### config.mk
export PLATFORM = sky130hd
export DESIGN_NAME = conv_pipe_sched_flat
export DESIGN_NICKNAME = d
export VERILOG_FILES = /design/src/rtl/conv_pipe_sched_pkg.sv /design/src/rtl/conv_pipe_sched_if.sv /design/src/rtl/conv_vld_pipe.sv /design/src/rtl/conv_pipe_sched.sv /design/src/flat_wrapper.sv
export SDC_FILE = /design/constraint.sdc
export NUM_CORES = 1
export LEC_CHECK = 0
export BUFFER_PORTS_ARGS = -buffer_cell sky130_fd_sc_hd__buf_2
export CORE_AREA = 2 2 61 63
export CTS_CLUSTER_DIAMETER = 60
export DETAILED_ROUTE_END_ITERATION = 8
export DIE_AREA = 0 0 63 65
export HOLD_SLACK_MARGIN = 0.12
export SLEW_MARGIN = 0
export SYNTH_ARGS = -nofsm -noshare
export SYNTH_HDL_FRONTEND = slang
export SYNTH_SLANG_ARGS = --single-unit
### constraint.sdc
create_clock -name clk -period 3.6 [get_ports clk]
set_clock_uncertainty 0.15 [all_clocks]
set_input_delay 0.36 -clock clk [delete_from_list [all_inputs] [get_ports clk]]
set_output_delay 0.36 -clock clk [all_outputs]
set_load 0.005 [all_outputs]
### src/rtl/conv_pipe_sched_pkg.sv
// -----------------------------------------------------------------------------
// conv_pkg
// Shared definitions for the convolution pipeline sequencer and its datapath:
//   - sched_state_t : sequencer state encoding (IDLE, LOAD, DRAIN, DONE)
//   - num_out()     : number of full-window outputs produced per job
//   - default sizes : X length, filter length, counter width and the datapath
//                     register depth derived from the multiplier/adder stages
// -----------------------------------------------------------------------------
package conv_pkg;

  typedef enum logic [1:0] {
    IDLE  = 2'd0,
    LOAD  = 2'd1,
    DRAIN = 2'd2,
    DONE  = 2'd3
  } sched_state_t;

  localparam int X_SIZE_DEF  = 128;
  localparam int F_SIZE_DEF  = 32;
  localparam int CNT_W_DEF   = 8;

  // Datapath depth: multiplier pipeline followed by a binary adder tree plus
  // its output register. The last multiplier register also serves as the
  // adder tree's input register, so one stage is shared between the two.
  localparam int MULT_STAGES      = 4;
  localparam int ADD_STAGES       = $clog2(F_SIZE_DEF) + 1;
  localparam int PLINE_STAGES_DEF = MULT_STAGES + ADD_STAGES - 1;

  // A window of f_size taps slides over x_size samples; only positions where
  // the whole window lies inside the input produce an output.
  function automatic int num_out(input int x_size, input int f_size);
    return x_size - f_size + 1;
  endfunction

endpackage

### src/rtl/conv_pipe_sched_if.sv
// -----------------------------------------------------------------------------
// conv_pipe_sched_if
// Control/handshake bundle between the sequencer and its environment
// (filter loader, X AXI-stream source, datapath, Y AXI-stream sink).
//   conv_start      : filter memory full (level)
//   s_valid_x/ready : X input stream handshake
//   xmem_wr_en      : X shift-memory write strobe
//   en_pline_stages : global advance enable for every datapath register
//   pline_clear     : synchronous clear for datapath registers
//   m_valid_y/ready : Y output stream handshake
//   conv_done       : one-cycle pulse after the final Y handshake
//   busy            : sequencer is not idle
// modport master : the sequencer side
// modport slave  : the environment side
// -----------------------------------------------------------------------------
interface conv_pipe_sched_if;

  logic conv_start;
  logic s_valid_x;
  logic s_ready_x;
  logic xmem_wr_en;
  logic en_pline_stages;
  logic pline_clear;
  logic m_valid_y;
  logic m_ready_y;
  logic conv_done;
  logic busy;

  modport master (
    input  conv_start, s_valid_x, m_ready_y,
    output s_ready_x, xmem_wr_en, en_pline_stages, pline_clear,
           m_valid_y, conv_done, busy
  );

  modport slave (
    output conv_start, s_valid_x, m_ready_y,
    input  s_ready_x, xmem_wr_en, en_pline_stages, pline_clear,
           m_valid_y, conv_done, busy
  );

endinterface

### src/rtl/conv_vld_pipe.sv
// -----------------------------------------------------------------------------
// conv_vld_pipe
// Valid-token shift register that mirrors the datapath register chain. Each
// bit says whether the matching datapath stage holds a full-window result.
// Parameters:
//   DEPTH   : number of datapath register stages tracked
// Ports:
//   clk     : clock, rising edge
//   rst_n   : synchronous reset, active-low
//   en      : advance enable (shared with the datapath)
//   clr     : synchronous clear, wins over en
//   din     : token entering stage 0 on an advance
//   tail_vld: token state of the final stage
//   any_vld : at least one token is in flight
// -----------------------------------------------------------------------------
module conv_vld_pipe #(
  parameter int DEPTH = 9
) (
  input  logic clk,
  input  logic rst_n,
  input  logic en,
  input  logic clr,
  input  logic din,
  output logic tail_vld,
  output logic any_vld
);

  logic [DEPTH-1:0] vld;

  if (DEPTH == 1) begin : g_single
    always_ff @(posedge clk) begin
      if (!rst_n || clr) begin
        vld <= '0;
      end else if (en) begin
        vld <= din;
      end
    end
  end else begin : g_chain
    // NOTE: registers are updated with non-blocking assignments so every
    // stage shifts from its neighbour's pre-edge value, never the new one.
    always_ff @(posedge clk) begin
      if (!rst_n || clr) begin
        vld <= '0;
      end else if (en) begin
        vld <= {vld[DEPTH-2:0], din};
      end
    end
  end

  assign tail_vld = vld[DEPTH-1];
  assign any_vld  = |vld;

endmodule

### src/rtl/conv_pipe_sched.sv
// -----------------------------------------------------------------------------
// conv_pipe_sched
// Sequencer for the pipelined X*F convolution datapath. Once the filter memory
// is full it admits X_SIZE samples, tags every write that completes a full
// window, follows those tokens through the datapath and stalls the whole
// pipeline when the Y sink back-pressures a valid result. After NUM_OUT Y
// handshakes it pulses conv_done, which also clears the filter-load logic.
//
// Parameters:
//   X_SIZE       : X samples per job
//   F_SIZE       : filter taps (window size)
//   PLINE_STAGES : datapath register depth from X write to Y output
//   CNT_W        : counter width, at least $clog2(X_SIZE+1)
// Ports:
//   clk          : clock, rising edge
//   rst_n        : synchronous reset, active-low
//   bus          : conv_pipe_sched_if.master handshake/control bundle
//   stall_cycles : [15:0] busy cycles spent stalled (optional, see below)
//
// Optional build macro CONV_PIPE_SCHED_PERF_EN adds stall_cycles: a saturating
// count of cycles with busy && !en_pline_stages, cleared on reset and on entry
// to LOAD, held while idle. Without the macro the port and counter are absent.
// -----------------------------------------------------------------------------
module conv_pipe_sched
  import conv_pkg::*;
#(
  parameter int X_SIZE       = X_SIZE_DEF,
  parameter int F_SIZE       = F_SIZE_DEF,
  parameter int PLINE_STAGES = PLINE_STAGES_DEF,
  parameter int CNT_W        = CNT_W_DEF
) (
  input  logic              clk,
  input  logic              rst_n,
  conv_pipe_sched_if.master bus
`ifdef CONV_PIPE_SCHED_PERF_EN
  ,
  output logic [15:0]       stall_cycles
`endif
);

  localparam int NUM_OUT = num_out(X_SIZE, F_SIZE);

  localparam logic [CNT_W-1:0] IN_FULL     = CNT_W'(X_SIZE);
  localparam logic [CNT_W-1:0] WIN_FIRST   = CNT_W'(F_SIZE - 1);
  localparam logic [CNT_W-1:0] OUT_FULL    = CNT_W'(NUM_OUT);
  localparam logic [CNT_W-1:0] OUT_LAST_M1 = CNT_W'(NUM_OUT - 1);

  sched_state_t     state;
  sched_state_t     state_next;
  logic [CNT_W-1:0] in_cnt;
  logic [CNT_W-1:0] out_cnt;

  logic busy;
  logic pline_clear;
  logic conv_done;
  logic tail_vld;
  logic any_vld;
  logic en;
  logic s_ready;
  logic wr;
  logic tok;
  logic y_hs;

  // ---------------------------------------------------------------------------
  // Sequencer state register
  // ---------------------------------------------------------------------------
  always_ff @(posedge clk) begin
    if (!rst_n) begin
      state <= IDLE;
    end else begin
      state <= state_next;
    end
  end

  // ---------------------------------------------------------------------------
  // Next state and state-decoded outputs
  // conv_start is only looked at in IDLE, so dropping it mid-job has no effect
  // and a request seen during DONE waits for the return to IDLE.
  // ---------------------------------------------------------------------------
  always_comb begin
    // NOTE: every output of this block gets a default first, so no branch can
    // leave one unassigned and infer a latch.
    state_next  = state;
    busy        = 1'b1;
    pline_clear = 1'b0;
    conv_done   = 1'b0;
    case (state)
      IDLE: begin
        busy        = 1'b0;
        pline_clear = 1'b1;
        if (bus.conv_start) begin
          state_next = LOAD;
        end
      end
      LOAD: begin
        if (in_cnt == IN_FULL) begin
          state_next = DRAIN;
        end
      end
      DRAIN: begin
        if (y_hs && (out_cnt == OUT_LAST_M1)) begin
          state_next = DONE;
        end
      end
      DONE: begin
        pline_clear = 1'b1;
        conv_done   = 1'b1;
        state_next  = IDLE;
      end
      default: begin
        state_next = IDLE;
      end
    endcase
  end

  // ---------------------------------------------------------------------------
  // Stall and admission
  // The whole datapath advances in lock-step; the only reason to hold it is a
  // valid result at the tail that the sink is not taking this cycle. The
  // enable is combinational from m_ready_y so a ready sink never loses a cycle.
  // ---------------------------------------------------------------------------
  assign en      = busy && (!tail_vld || bus.m_ready_y);
  assign s_ready = (state == LOAD) && en && (in_cnt < IN_FULL);
  assign wr      = bus.s_valid_x && s_ready;
  // A write completes a window once F_SIZE-1 samples are already stored.
  assign tok     = wr && (in_cnt >= WIN_FIRST);
  assign y_hs    = tail_vld && bus.m_ready_y;

  // ---------------------------------------------------------------------------
  // Sample and output counters; both restart from zero for every job and
  // saturate at their final value.
  // ---------------------------------------------------------------------------
  always_ff @(posedge clk) begin
    if (!rst_n || (state == IDLE)) begin
      in_cnt  <= '0;
      out_cnt <= '0;
    end else begin
      if (wr) begin
        in_cnt <= in_cnt + CNT_W'(1);
      end
      if (y_hs && (out_cnt != OUT_FULL)) begin
        out_cnt <= out_cnt + CNT_W'(1);
      end
    end
  end

  // ---------------------------------------------------------------------------
  // Token tracker, shifting exactly when the datapath does. Advance cycles
  // without a window-completing write insert empty slots.
  // ---------------------------------------------------------------------------
  conv_vld_pipe #(
    .DEPTH (PLINE_STAGES)
  ) u_vld_pipe (
    .clk      (clk),
    .rst_n    (rst_n),
    .en       (en),
    .clr      (pline_clear),
    .din      (tok),
    .tail_vld (tail_vld),
    .any_vld  (any_vld)
  );

  // The last token is the last output, so nothing may still be in flight by
  // the time the job completes.
  assert property (@(posedge clk) disable iff (!rst_n)
                   (state == DONE) |-> !any_vld);

  // ---------------------------------------------------------------------------
  // Optional stall-cycle counter
  // ---------------------------------------------------------------------------
`ifdef CONV_PIPE_SCHED_PERF_EN
  always_ff @(posedge clk) begin
    if (!rst_n) begin
      stall_cycles <= '0;
    end else if ((state == IDLE) && (state_next == LOAD)) begin
      stall_cycles <= '0;
    end else if (busy && !en && (stall_cycles != 16'hFFFF)) begin
      stall_cycles <= stall_cycles + 16'd1;
    end
  end
`endif

  // ---------------------------------------------------------------------------
  // Interface outputs
  // ---------------------------------------------------------------------------
  assign bus.s_ready_x       = s_ready;
  assign bus.xmem_wr_en      = wr;
  assign bus.en_pline_stages = en;
  assign bus.pline_clear     = pline_clear;
  assign bus.m_valid_y       = tail_vld;
  assign bus.conv_done       = conv_done;
  assign bus.busy            = busy;

endmodule

### src/flat_wrapper.sv
// flat-port wrapper written by rule: the top's interface ports become plain ports
module conv_pipe_sched_flat import conv_pkg::*;
#(
  parameter int X_SIZE       = X_SIZE_DEF,
  parameter int F_SIZE       = F_SIZE_DEF,
  parameter int PLINE_STAGES = PLINE_STAGES_DEF,
  parameter int CNT_W        = CNT_W_DEF
)
  (clk, rst_n, bus_conv_start, bus_s_valid_x, bus_m_ready_y, bus_s_ready_x, bus_xmem_wr_en, bus_en_pline_stages, bus_pline_clear, bus_m_valid_y, bus_conv_done, bus_busy);
  conv_pipe_sched_if bus_i ();
  input  logic clk;
  input  logic rst_n;
  input wire logic [$bits(bus_i.conv_start)-1:0] bus_conv_start;
  input wire logic [$bits(bus_i.s_valid_x)-1:0] bus_s_valid_x;
  input wire logic [$bits(bus_i.m_ready_y)-1:0] bus_m_ready_y;
  output wire logic [$bits(bus_i.s_ready_x)-1:0] bus_s_ready_x;
  output wire logic [$bits(bus_i.xmem_wr_en)-1:0] bus_xmem_wr_en;
  output wire logic [$bits(bus_i.en_pline_stages)-1:0] bus_en_pline_stages;
  output wire logic [$bits(bus_i.pline_clear)-1:0] bus_pline_clear;
  output wire logic [$bits(bus_i.m_valid_y)-1:0] bus_m_valid_y;
  output wire logic [$bits(bus_i.conv_done)-1:0] bus_conv_done;
  output wire logic [$bits(bus_i.busy)-1:0] bus_busy;
  assign bus_i.conv_start = bus_conv_start;
  assign bus_i.s_valid_x = bus_s_valid_x;
  assign bus_i.m_ready_y = bus_m_ready_y;
  assign bus_s_ready_x = bus_i.s_ready_x;
  assign bus_xmem_wr_en = bus_i.xmem_wr_en;
  assign bus_en_pline_stages = bus_i.en_pline_stages;
  assign bus_pline_clear = bus_i.pline_clear;
  assign bus_m_valid_y = bus_i.m_valid_y;
  assign bus_conv_done = bus_i.conv_done;
  assign bus_busy = bus_i.busy;
  conv_pipe_sched #(.X_SIZE(X_SIZE), .F_SIZE(F_SIZE), .PLINE_STAGES(PLINE_STAGES), .CNT_W(CNT_W)) u_core (.clk(clk), .rst_n(rst_n), .bus(bus_i));
endmodule
# Word level (Yosys, flattened, before mapping)
# Cells that the tools add are included.
[totals]
out_inout_bits = 7
input_bits = 5
word_cells = 40
reg_bits = 27
[op_classes]
mux = 7
n_addsub = 2
n_eq_ne = 9
n_lt_le_gt_ge = 2
reduce_logical = 16
[op_table]
columns = ["op", "count"]
rows = [
  ["8-bit by 1-bit adder with 8-bit output (second input constant)", 2],
  ["8-bit by 7-bit == test with 1-bit output (second input constant)", 1],
  ["8-bit == test (second input constant)", 1],
  ["8-bit by 5-bit >= comparator with 1-bit output (second input constant)", 1],
  ["1-bit logical AND", 8],
  ["8-bit < comparator (second input constant)", 1],
  ["8-bit by 7-bit inequality test with 1-bit output (second input constant)", 1],
  ["2-bit one-hot mux with 4 select lines", 1],
  ["2-bit two-way mux", 3],
  ["2-bit == test (second input constant)", 2],
  ["2-bit by 1-bit inequality test with 1-bit output (second input constant)", 2],
  ["1-bit logical OR", 3],
  ["1-bit two-way mux", 3],
  ["3-bit AND reduction", 1],
  ["2-bit by 1-bit == test with 1-bit output (second input constant)", 1],
  ["1-bit logical NOT", 2],
  ["2-bit logical NOT", 1],
  ["2-bit inequality test (second input constant)", 1],
  ["2-bit OR reduction", 1],
]

# Logic depth before layout (Yosys ltp)
[depth]
depth_word = 7
ltp_mapped = 6
mapped_depth_nobuf = 6

# Hierarchy
# From an unflattened synthesis, not the netlist that was laid out.
[unflattened]
hier_cells = 153
hier_area_um2 = 1361.3
[modules_own_cells]
columns = ["module", "cells_per_inst", "seq_area_each_um2", "area_each_um2", "n_inst"]
rows = [
  ["conv_pipe_sched", 119, 360.3, 1014.7, 1],
  ["conv_vld_pipe", 34, 180.2, 346.6, 1],
]

# Least setup slack after synthesis
# No wires, ideal clock.
[synth_timing]
kind = "register -> output"
startpoint = "reg u_core.state[0]"
endpoint = "out bus_s_ready_x"
slack_ns = 1.652
n_path_buf = 1
path_stages_with_launch = 6
required_time_ns = 3.090
t_arrival_ns = 1.438
path_cell_list = "dfxtp_1 inv_1 ha_1 or2_2 buf_2 nor3b_1"
[synth_via]
elab_chain_len = 5
elab_cells_between_ends = 6
classes_between = "1 x eq/ne; 1 x mux; 4 x reduce/logical"
[synth_lines]
columns = ["element", "line", "text"]
rows = [
  ["start: declaration", "conv_pipe_sched.sv:48", "sched_state_t state;"],
  ["start signal: assignment", "conv_pipe_sched.sv:71", "state <= state_next;"],
  ["2-bit logical NOT", "conv_pipe_sched.sv:87", "case (state)"],
  ["1-bit two-way mux", "conv_pipe_sched.sv:87", ""],
  ["1-bit logical AND", "conv_pipe_sched.sv:122", "assign en = busy && (!tail_vld || bus.m_ready_y);"],
  ["1-bit logical AND * (2 in series)", "conv_pipe_sched.sv:123", "assign s_ready = (state == LOAD) && en && (in_cnt < IN_FULL);"],
  ["end: declaration", "flat_wrapper.sv:16", "output wire logic [$bits(bus_i.s_ready_x)-1:0] bus_s_ready_x;"],
]
# Every way passes the cells marked *; elsewhere a longest branch is shown, timed or not.

# Worst setup path after layout
# Same ends and word-level chain as after synthesis.

==> flow_summary.toml <==
[logic_synthesis]
yosysTopAreaCellShare_pct = 39.74
ys_seq_area_share_pct = 39.74
ys_ff_latch = 27
postSynthCellCount = 151
syn_nets = 165
synth_top_cell_by_area = "dfxtp_1"
syn_area_sq_um = 1360
synth_cell_type_count = 39
avgSynthCellArea_sq_um = 9.007
yosysWarnings = 0
synth.area.top_cells = "dfxtp_1, ha_1, nand2_1"

[final_layout]
layout_common_cells = "dfxtp_1, nand2_1, nor2_1"
layout.nets = 179
syn2layout_area_growth_pct = 9.660
n_antenna_cell = 0
final_util_pct = 42.66
drive_gt1_share_pct = 14.63
final_common_cell = "dfxtp_1"

[sta]
final_hold_viol_count = 0
max_slew_margin_pct = 64.59
grt_setup_unrepaired = "no"
setup_ws_ns = 1.196
worst_slew_pin_slew_ns = 0.5299
finalMaxSlewViolations = 0
min_period_ns = 2.404
setup_tns_ns = 0
whs_ns = 0.1471
finalCritPeriodShare_pct = 66.78
fmax_mhz = 415.9
setup_violations = 0

[global_routing]
gr-total-overflow = 0
grt_antenna_before_repair = 0
grt_start_max_net_pins = 17
grt_use_total_pct = 13.06
grt_pass1_wl_um = 4291
grt_pass1_vias = 980

[routing]
drt_iter0_markers = 34
route.detailed.drc = 0
vias_per_cell = 5.052
first_pass_iters = 4
wirelength_um = 2446
ant_nets = 0
wl_per_cell_um = 11.54
vias = 1071

[power]
power_w = 0.0007354
vdd_drop_max_uv = 385.3
cellLeakagePower_nw = 0.5373
powerDensity_nw_per_um2 = 493.1

[cts]
cts_sinks = 27
clkLatencyLatePin_ns = 0.32
cts_buffers = 3
ctsResizeCount = 0
post_cts_buffers = 0
cts.path.max_buffers = 2
cts_root_buf = "clkbuf_4"
cts_tree = "built"
clk_pin_slew_worst_paths_ns = 0.14
ctsHoldBuffers = 0
ctsHtreeMaxLevel = 1

[worst_hold_path]
hold_class = "input pin to register"

[setup_path]
crit_path_start = "u_core.state[0]"
rrSetupSlack_ns = 1.68
r2r-end = "u_core.in_cnt[4]"
reg2reg_from = "u_core.state[0]"
critical_path_peak_fanout = 11
worstSetupStartpointType = "register"
crit_path_end_kind = "output port"
setup.worst_path.end = "bus_s_ready_x"
worstPathRequired_ns = 3.09
cp.arrival_ns = 1.89
path_class = "register to output port"
ff2ff_path_depth = 6

[floorplan]
die-area_sq_um = 4095
initial_core_util_pct = 38.90
fp.dieW_um = 63
row_count = 22
ios = 12
die_h_um = 65
core_sq_um = 3496

[place]
io_buffers = 11
gp_congestion = 0.7441
dp_slack_ns = 1.546
dp_hpwl_um = 1851

[job]
maxCapViolCount = 0

[outcome]
status = "finished, final reports clean"
worst max-delay path, cell delays in order (launching register included):
cell,delay [ns]
dfxtp_1,0.41
inv_1,0.08
ha_1,0.31
or2_2,0.43
nor3b_1,0.21
buf_2,0.14
layout make-up:
cell class,instances,area (sq um)
inverter,13,48.80
multi-input combinational,109,760.7
clock buffer,4,26.28
tap,48,60.06
sequential,27,540.5
timing repair buffer,11,55.05
fill,367,2004
per-layer routing:
layer	GRT usage (%)	share of wire (%)	vias up
met5	0	0	-
met4	5.833	0.98	0
met3	1.910	3.5	4
met2	21.68	46	19
met1	16.81	49	501
li1	-	-	547
cells in the mapped netlist:
master,n
and2_1,3
nor4_2,1
nand3_1,6
inv_2,1
nor2_1,14
xor2_1,2
and3_1,2
xnor2_1,5
a21o_1,3
ha_1,9
a311oi_1,1
nor3_1,2
a22oi_1,1
buf_2,2
or3_1,1
nand3b_1,1
nand3_2,1
a211o_1,1
inv_1,11
a31oi_1,2
nand4_1,4
dfxtp_1,27
nor4_4,1
o21ai_0,1
nor4b_4,1
a21oi_1,12
nor3_2,1
nand4bb_1,1
clkinv_1,1
nor3b_1,1
nand2_1,21
a41o_1,1
o41ai_1,1
mux2i_1,3
mux2_4,1
nand3b_4,1
o211a_1,2
nor2b_4,1
or2_2,1
per-stage QoR:
stage | instance area (sq um) | instances
2_1_floorplan | 1360 | 151
3_3_place_gp | 1465 | 208
3_5_place_dp | 1465 | 208
4_1_cts | 1491 | 212
5_1_grt | 1491 | 212
6_report | 1491 | 212
worst min-delay path by stage:
stage | start | end | slack, ns | depth (start not counted)
global placement | u_core.u_vld_pipe.vld[5] | u_core.u_vld_pipe.vld[6] | 0.29 | 2
global route | rst_n | u_core.state[0] | 0.14 | 2
floorplan | u_core.u_vld_pipe.vld[1] | u_core.u_vld_pipe.vld[2] | 0.28 | 2
detailed placement | u_core.u_vld_pipe.vld[5] | u_core.u_vld_pipe.vld[6] | 0.30 | 2
finish | rst_n | u_core.state[0] | 0.15 | 2
CTS | rst_n | u_core.state[0] | 0.14 | 2
flip-flops by register name, summed over array words and instances, names as in the netlist:
name / flops
u_core.u_vld_pipe.vld: 9
u_core.state: 2
u_core.out_cnt: 8
u_core.in_cnt: 8
cell families (layout without fill, tap and decap cells):
| family | count (synthesis) | count (layout) | synth area share, % |
|---|---|---|---|
| simple gates | 64 | 64 | 27.78 |
| flops | 27 | 27 | 39.74 |
| compound gates | 25 | 25 | 12.05 |
| buf+inv | 15 | 28 | 4.323 |
| fa+ha+maj | 9 | 9 | 8.280 |
| xor+xnor | 7 | 7 | 4.508 |
| mux | 4 | 4 | 3.312 |
report_power, final:
part,switching (W),total (W),internal (W)
registers,0.0000159,0.000328,0.000312
logic,0.000182,0.000277,0.0000950
clock network,0.0000866,0.000130,0.0000433
total,0.000285,0.000735,0.000451
No activity file was read; power rests on OpenSTA's default activity.
